### src/rtl/adi2axis_pkg.sv
// rtl/adi2axis_pkg.sv - shared state type, width helpers and null-beat constant for adi2axis_pkt
package adi2axis_pkg;

  typedef enum logic [2:0] {
    S_IDLE,
    S_ARM,
    S_RUN,
    S_DRAIN,
    S_TERM
  } state_t;

  function automatic int calc_dw(input int num_ch, input int ch_bytes);
    return num_ch * ch_bytes * 8;
  endfunction

  function automatic int calc_sw(input int num_ch, input int ch_bytes);
    return num_ch * ch_bytes;
  endfunction

  // Wide enough for any sane beat width; users slice the low DW bits.
  localparam int NULL_MAX_W = 1024;
  localparam logic [NULL_MAX_W-1:0] NULL_BEAT = '0;

endpackage

### src/rtl/adi2axis_fifo.sv
// rtl/adi2axis_fifo.sv - single-clock first-word-fall-through buffer between ADC capture and AXIS output
module adi2axis_fifo #(
  parameter int DW      = 64,
  parameter int FIFO_AW = 6
) (
  input  logic          i_clk,
  input  logic          i_rst,
  input  logic          wr_en,
  input  logic [DW-1:0] din,
  output logic          full,
  input  logic          rd_en,
  output logic [DW-1:0] dout,
  output logic          empty
);

  logic [DW-1:0]    r_mem [2**FIFO_AW];
  logic [FIFO_AW:0] r_wr_ptr;
  logic [FIFO_AW:0] r_rd_ptr;
  logic             w_do_wr;
  logic             w_do_rd;

  // Extra pointer MSB distinguishes full from empty when the indices match.
  assign empty   = (r_wr_ptr == r_rd_ptr);
  assign full    = (r_wr_ptr[FIFO_AW] != r_rd_ptr[FIFO_AW]) &&
                   (r_wr_ptr[FIFO_AW-1:0] == r_rd_ptr[FIFO_AW-1:0]);
  assign w_do_wr = wr_en && !full;
  assign w_do_rd = rd_en && !empty;
  assign dout    = r_mem[r_rd_ptr[FIFO_AW-1:0]];

  always_ff @(posedge i_clk) begin
    if (w_do_wr) begin
      r_mem[r_wr_ptr[FIFO_AW-1:0]] <= din;
    end
  end

  always_ff @(posedge i_clk or posedge i_rst) begin
    if (i_rst) begin
      r_wr_ptr <= '0;
      r_rd_ptr <= '0;
    end else begin
      if (w_do_wr) r_wr_ptr <= r_wr_ptr + 1'b1;
      if (w_do_rd) r_rd_ptr <= r_rd_ptr + 1'b1;
    end
  end

endmodule

### src/rtl/adi2axis_pkt.sv
// rtl/adi2axis_pkt.sv - ADC sample capture into AXI-Stream packets with sync arm, abort and overflow status
module adi2axis_pkt
  import adi2axis_pkg::*;
#(
  parameter  int NUM_CH   = 4,
  parameter  int CH_BYTES = 2,
  parameter  int FIFO_AW  = 6,
  localparam int DW       = calc_dw(NUM_CH, CH_BYTES),
  localparam int SW       = calc_sw(NUM_CH, CH_BYTES)
) (
  input  logic          AXIS_ACLK,
  input  logic          AXIS_ARESET,
  input  logic [DW-1:0] ddata,
  input  logic          dvalid,
  input  logic          dsync,
  output logic          ovf,
  input  logic          ctrl_start,
  input  logic          ctrl_stop,
  input  logic          cfg_sync_wait,
  input  logic [31:0]   cfg_num_beats,
  output logic          stat_busy,
  output logic          stat_done,
  output logic [31:0]   stat_beats,
  output logic          M_AXIS_TVALID,
  output logic [DW-1:0] M_AXIS_TDATA,
  output logic [SW-1:0] M_AXIS_TSTRB,
  output logic          M_AXIS_TLAST,
  input  logic          M_AXIS_TREADY
);

  localparam logic [DW-1:0] NULL_DATA = NULL_BEAT[DW-1:0];

  state_t        r_state;
  state_t        w_nxt;
  logic [31:0]   r_num_beats;
  logic [31:0]   r_captured;
  logic [31:0]   r_beats;
  logic          r_ovf;
  logic          r_abort;
  logic          r_last_sent;
  logic          r_hold;
  logic          r_hold_last;
  logic          w_full;
  logic          w_empty;
  logic          w_wr;
  logic          w_rd;
  logic          w_hs;
  logic          w_cap_done;
  logic          w_cnt_last;
  logic          w_abort_last;
  logic          w_tlast;
  logic          w_done;
  logic [DW-1:0] w_dout;

  adi2axis_fifo #(
    .DW      (DW),
    .FIFO_AW (FIFO_AW)
  ) u_fifo (
    .i_clk (AXIS_ACLK),
    .i_rst (AXIS_ARESET),
    .wr_en (w_wr),
    .din   (ddata),
    .full  (w_full),
    .rd_en (w_rd),
    .dout  (w_dout),
    .empty (w_empty)
  );

  assign w_wr = dvalid && !w_full &&
                ((r_state == S_RUN) || (r_state == S_ARM && dsync && !ctrl_stop));
  assign w_cap_done = w_wr && (r_num_beats != 32'd0) && (r_captured + 32'd1 == r_num_beats);
  assign w_rd = M_AXIS_TREADY && !w_empty;
  assign w_hs = M_AXIS_TVALID && M_AXIS_TREADY;

  // No writes happen in DRAIN, so captured - handshaked is the buffer fill level there.
  assign w_cnt_last   = (r_num_beats != 32'd0) && (r_beats + 32'd1 == r_num_beats);
  assign w_abort_last = r_abort && (r_state == S_DRAIN) && (r_captured - r_beats == 32'd1);

  // A stalled beat keeps the TLAST it was first shown with; if that was 0 on
  // the final abort beat, the packet is closed by a null beat from TERM instead.
  always_comb begin
    w_tlast = 1'b0;
    if (r_state == S_TERM) begin
      w_tlast = 1'b1;
    end else if (!w_empty) begin
      w_tlast = r_hold ? r_hold_last : (w_cnt_last || w_abort_last);
    end
  end

  always_comb begin
    w_nxt  = r_state;
    w_done = 1'b0;
    case (r_state)
      S_IDLE: begin
        if (ctrl_start) w_nxt = cfg_sync_wait ? S_ARM : S_RUN;
      end
      S_ARM: begin
        if (ctrl_stop)  w_nxt = S_IDLE;
        else if (w_wr)  w_nxt = w_cap_done ? S_DRAIN : S_RUN;
      end
      S_RUN: begin
        if (ctrl_stop || w_cap_done) w_nxt = S_DRAIN;
      end
      S_DRAIN: begin
        if (w_empty) begin
          if (r_last_sent) begin
            w_nxt  = S_IDLE;
            w_done = 1'b1;
          end else if (r_abort) begin
            w_nxt = (r_beats == 32'd0) ? S_IDLE : S_TERM;
          end
        end
      end
      S_TERM: begin
        if (M_AXIS_TREADY) begin
          w_nxt  = S_IDLE;
          w_done = 1'b1;
        end
      end
      default: w_nxt = S_IDLE;
    endcase
  end

  always_ff @(posedge AXIS_ACLK or posedge AXIS_ARESET) begin
    if (AXIS_ARESET) begin
      r_state     <= S_IDLE;
      r_num_beats <= '0;
      r_captured  <= '0;
      r_beats     <= '0;
      r_ovf       <= 1'b0;
      r_abort     <= 1'b0;
      r_last_sent <= 1'b0;
      r_hold      <= 1'b0;
      r_hold_last <= 1'b0;
    end else begin
      r_state     <= w_nxt;
      r_hold      <= M_AXIS_TVALID && !M_AXIS_TREADY;
      r_hold_last <= w_tlast;
      if (r_state == S_IDLE && ctrl_start) begin
        r_num_beats <= cfg_num_beats;
        r_captured  <= '0;
        r_beats     <= '0;
        r_ovf       <= 1'b0;
        r_abort     <= 1'b0;
        r_last_sent <= 1'b0;
      end else begin
        if (w_wr) r_captured <= r_captured + 32'd1;
        if (w_hs) r_beats <= r_beats + 32'd1;
        if (r_state == S_RUN && dvalid && w_full) r_ovf <= 1'b1;
        if (r_state == S_RUN && ctrl_stop) r_abort <= 1'b1;
        if (w_hs && w_tlast) r_last_sent <= 1'b1;
      end
    end
  end

  assign M_AXIS_TVALID = !w_empty || (r_state == S_TERM);
  assign M_AXIS_TDATA  = w_empty ? NULL_DATA : w_dout;
  assign M_AXIS_TSTRB  = w_empty ? '0 : '1;
  assign M_AXIS_TLAST  = w_tlast;
  assign ovf           = r_ovf;
  assign stat_busy     = (r_state != S_IDLE);
  assign stat_done     = w_done;
  assign stat_beats    = r_beats;

endmodule

### config.mk
export PLATFORM = sky130hd
export DESIGN_NAME = adi2axis_pkt
export DESIGN_NICKNAME = d
export VERILOG_FILES = /design/src/rtl/adi2axis_pkg.sv /design/src/rtl/adi2axis_fifo.sv /design/src/rtl/adi2axis_pkt.sv
export SDC_FILE = /design/constraint.sdc
export NUM_CORES = 2
export LEC_CHECK = 0
export CORE_UTILIZATION = 40
export DETAILED_ROUTE_END_ITERATION = 7
export MAX_ROUTING_LAYER = met4
export PLACE_DENSITY = 0.67
export REMOVE_ABC_BUFFERS = 1
export SYNTH_ARGS = -nofsm -noshare
export SYNTH_HDL_FRONTEND = slang
export SYNTH_SLANG_ARGS = --single-unit
### constraint.sdc
create_clock -name AXIS_ACLK -period 5.1 [get_ports AXIS_ACLK]
set_clock_uncertainty 0.05 [all_clocks]
set_input_delay 0.765 -clock AXIS_ACLK [delete_from_list [all_inputs] [get_ports AXIS_ACLK]]
set_output_delay 0.765 -clock AXIS_ACLK [all_outputs]
set_load 0.01 [all_outputs]
==> flow_metrics.env <==
export IMPL_root_buffer="clkbuf_16"
export IMPL_io_buffers=212
export IMPL_violations="setup timing"
export IMPL_synth_cell_area_sq_mm=0.166
export IMPL_slowest_stage="mux4_2"
export IMPL_p_clk_share_pct=29.7
export IMPL_syn_instance_count=7235
export IMPL_setup_tns_ns=-0.174
export IMPL_fin_crit_ns=5.21
export IMPL_crit_path_start_kind="flop"
export IMPL_layout_commonest_cell="edfxtp_1"
export IMPL_synth_top_area_share_pct=74.3
export IMPL_cts_sinks=4214
export IMPL_drive_above_1_share_pct=32.2
export IMPL_layout_common_cells="4096 x edfxtp_1, 1332 x mux4_2, 455 x clkbuf_16"
export IMPL_finalHoldViolCount=0
export IMPL_r2r_setup_slack_ns=1.15
export IMPL_rr_startpoint="r_state[1]"
export IMPL_drc_errors=0
export IMPL_power_leakage_nw=61.5
export IMPL_nets=8142
export IMPL_dp_cells=12830
export IMPL_pin_count=213
export IMPL_r2r_end="u_fifo.r_mem[48][6]"
export IMPL_vias=83414
export IMPL_path_buf_inv=5
export IMPL_core_area_sq_mm=0.411
export IMPL_maxCapViolCount=0
export IMPL_total_power_mw=103
export IMPL_multi_input_area_sq_mm=0.0383
export IMPL_cts_hold_buf=0
export IMPL_hold_class="in -> async"
export IMPL_stdcell_count=13819
export IMPL_cp_end_kind="output pin"
export IMPL_grt_max_degree=127
export IMPL_synthArstFlopShare_pct=2.80
export IMPL_irDropWorstVdd_mv=0.505
export IMPL_post_route_util_pct=47.3
export IMPL_dr_pass1_iters=5
export IMPL_initial_core_util_pct=40.3
export IMPL_combinationalPowerShare_pct=32.1
export IMPL_crit_chain="buf_12, clkbuf_16, buf_4, buf_6, mux4_2, mux4_2, mux4_2, and2_1, clkdlybuf4s50_1"
export IMPL_syn_avg_cell_area_sq_um=22.9
export IMPL_tightest_slew_ns=1.28
export IMPL_reg2reg_depth=7
export IMPL_rows=235
export IMPL_area_delta_synth_final_pct=17.3
export IMPL_slowest_delay_ns=0.59
export IMPL_die_y_microns=645
export IMPL_run_status="finished, violations left"
export IMPL_power_frac_seq_pct=38.2
export IMPL_critical_path_max_fanout=9
export IMPL_p_int_mw=73.3
export IMPL_ff_latch_area_sq_mm=0.126
export IMPL_path_clk_slew_ns=0.06
export IMPL_finalSetupViolCount=4
export IMPL_dpl_hpwl_mm=232
export IMPL_switchingPower_mw=29.2
export IMPL_drv_slew=0
export IMPL_grt_overflow=0
export IMPL_drt_wl_total_mm=465
export IMPL_htreeDepth=5
export IMPL_wire_per_inst_microns=33.7
export IMPL_ys_flop_type="edfxtp_1"
export IMPL_max_slew_margin_rel_pct=14.7
export IMPL_synth_warning_count=0
export IMPL_rsz0062_at_grt="yes"
export IMPL_p_per_area_mw_per_mm2=528
export IMPL_holdWs_ns=0.254
export IMPL_globalplace_congestion=0.884
export IMPL_yosysSeqAreaShare_pct=76.1
export IMPL_grt_antenna_before_repair=32
export IMPL_post_route_period_util_pct=102
export IMPL_swShare_pct=28.5
export IMPL_fin_ws_ns=-0.112
export IMPL_yosys_area_top_type="edfxtp_1"
export IMPL_grt_pass1_vias=81494
export IMPL_viasPerCell=6.04
export IMPL_clk_latency_ns=0.96
export IMPL_tritoncts="built"
export IMPL_arrival_ns=4.40
export IMPL_synth_cell_types=91
export IMPL_cts_buffer_depth=4
export IMPL_cp_data_required_time_ns=4.28
export IMPL_max_freq_mhz=192
export IMPL_nFillCells=32610
export IMPL_first_iter_violations=11788
export IMPL_ys_top_cells_by_area="edfxtp_1 74%, mux4_2 18%, dfrtp_1 1.8%, xnor2_1 0.56%, clkbuf_1 0.49%"
export IMPL_grtUsageTotal_pct=22.1
export IMPL_die_width_microns=645
export IMPL_path_common_cell="mux4_2"
export IMPL_die_area_sq_mm=0.417
export IMPL_criticalPathCategory="reg -> out"
export IMPL_synth_seq_cells=4214
export IMPL_synth_edf_count=4096
export IMPL_cts_buffers=412
export IMPL_crit_family="multiplexers"
export IMPL_grt_pass1_wl_mm=632
export IMPL_final_antenna_net_count=0
[power groups by stage]
stage,combinational (mW),sequential [mW],clock [mW]
floorplan,12.9,40.8,0
global placement,29.4,39.8,0
detailed placement,29.6,39.9,0
CTS,30.8,39.1,30.8
global route,34.4,39.2,32.1
finish,32.9,39.2,30.5
[how the worst max path moves through the flow]
stage	start	to	slack, ns	cells past startpoint
global route	u_fifo.r_rd_ptr[0]	M_AXIS_TDATA[51]	-0.16	7
floorplan	u_fifo.r_rd_ptr[0]	M_AXIS_TDATA[10]	-36.86	5
detailed placement	r_captured[0]	M_AXIS_TLAST	0.27	14
finish	u_fifo.r_rd_ptr[0]	M_AXIS_TDATA[51]	-0.11	9
global placement	r_captured[0]	M_AXIS_TLAST	0.23	15
CTS	u_fifo.r_rd_ptr[0]	M_AXIS_TDATA[29]	-0.30	8
[sequential cells by signal, indices dropped and copies added, names as in the netlist, 3 cells and up]
| name | count |
|---|---|
| r_state | 3 |
| u_fifo.r_rd_ptr | 7 |
| r_captured | 32 |
| u_fifo.r_mem | 4096 |
| stat_beats | 32 |
| u_fifo.r_wr_ptr | 7 |
| r_num_beats | 32 |
[repair_timing]
action,in CTS,in global routing
pin swaps,7,9
setup buffers,16,144
gates cloned,17,35
gates resized for setup,144,155
endpoints found under the setup margin,65,53
[metal layers]
layer	GRT usage [%]	vias to the layer above	wire length (microns)	share of wire (%)
li1	-	32430	-	-
met1	28.8	45071	174000	37
met2	36.0	5099	230000	49
met3	4.06	814	47100	10
met4	5.78	0	14200	3.0
met5	-	-	0	0
[metrics by stage]
stage / instance area [sq um] / setup slack (ns)
detailed placement: 177000 / 0.266
global placement: 177000 / 0.230
finish: 194000 / -0.112
global route: 194000 / -0.160
CTS: 192000 / -0.303
floorplan: 164000 / -36.86
[cells in the mapped netlist, drive strengths merged, types with 5 or more instances]
| library cell | instances |
|---|---|
| a31oi | 8 |
| buf | 189 |
| a21oi | 59 |
| mux2i | 20 |
| nand2b | 11 |
| nor2 | 169 |
| or2 | 6 |
| xor2 | 45 |
| o22ai | 9 |
| and4 | 5 |
| nor4 | 39 |
| or3 | 14 |
| a21o | 12 |
| inv | 52 |
| nor2b | 29 |
| o21ai | 78 |
| dfrtp | 118 |
| mux4 | 1332 |
| clkbuf | 219 |
| edfxtp | 4096 |
| a22o | 6 |
| and2 | 64 |
| xnor2 | 105 |
| and3 | 25 |
| nand3 | 58 |
| o31ai | 15 |
| ha | 36 |
| o211ai | 16 |
| nor3 | 31 |
| a311oi | 7 |
| o21a | 7 |
| nand4 | 40 |
| nand2 | 207 |
| o2111ai | 11 |
| a211oi | 26 |
| o41ai | 5 |
[logic make-up after synthesis]
logic type,share of synthesized area [%]
AOI/OAI and AO/OA,1.23
xor gates and xnor gates,0.793
adders and majority gates,0.284
buffers and inverters,1.21
DFF,76.1
muxes,18.2
and+or+nand+nor,2.18
[final cells by class]
| class | instances | share of cell area [%] |
|---|---|---|
| repair buffers | 760 | 4.87 |
| clock inverters | 245 | 1.27 |
| inverters | 52 | 0.103 |
| multi-input cells | 2561 | 19.7 |
| clock buffers | 514 | 5.64 |
| diodes | 22 | 0.0283 |
| well taps | 5451 | 3.51 |
| flip-flops and latches | 4214 | 64.9 |
[worst register-to-register path, cell delays in order, from the launching register on]
cell and delay, ns:
dfrtp_1 0.47, nor4bb_1 0.31, o21ai_0 0.42, a31o_2 0.42, nor2_1 0.25, nand2_1 0.56
nor2_4 0.31, buf_4 0.70
Note: power is estimated with default switching activity, not from simulation.
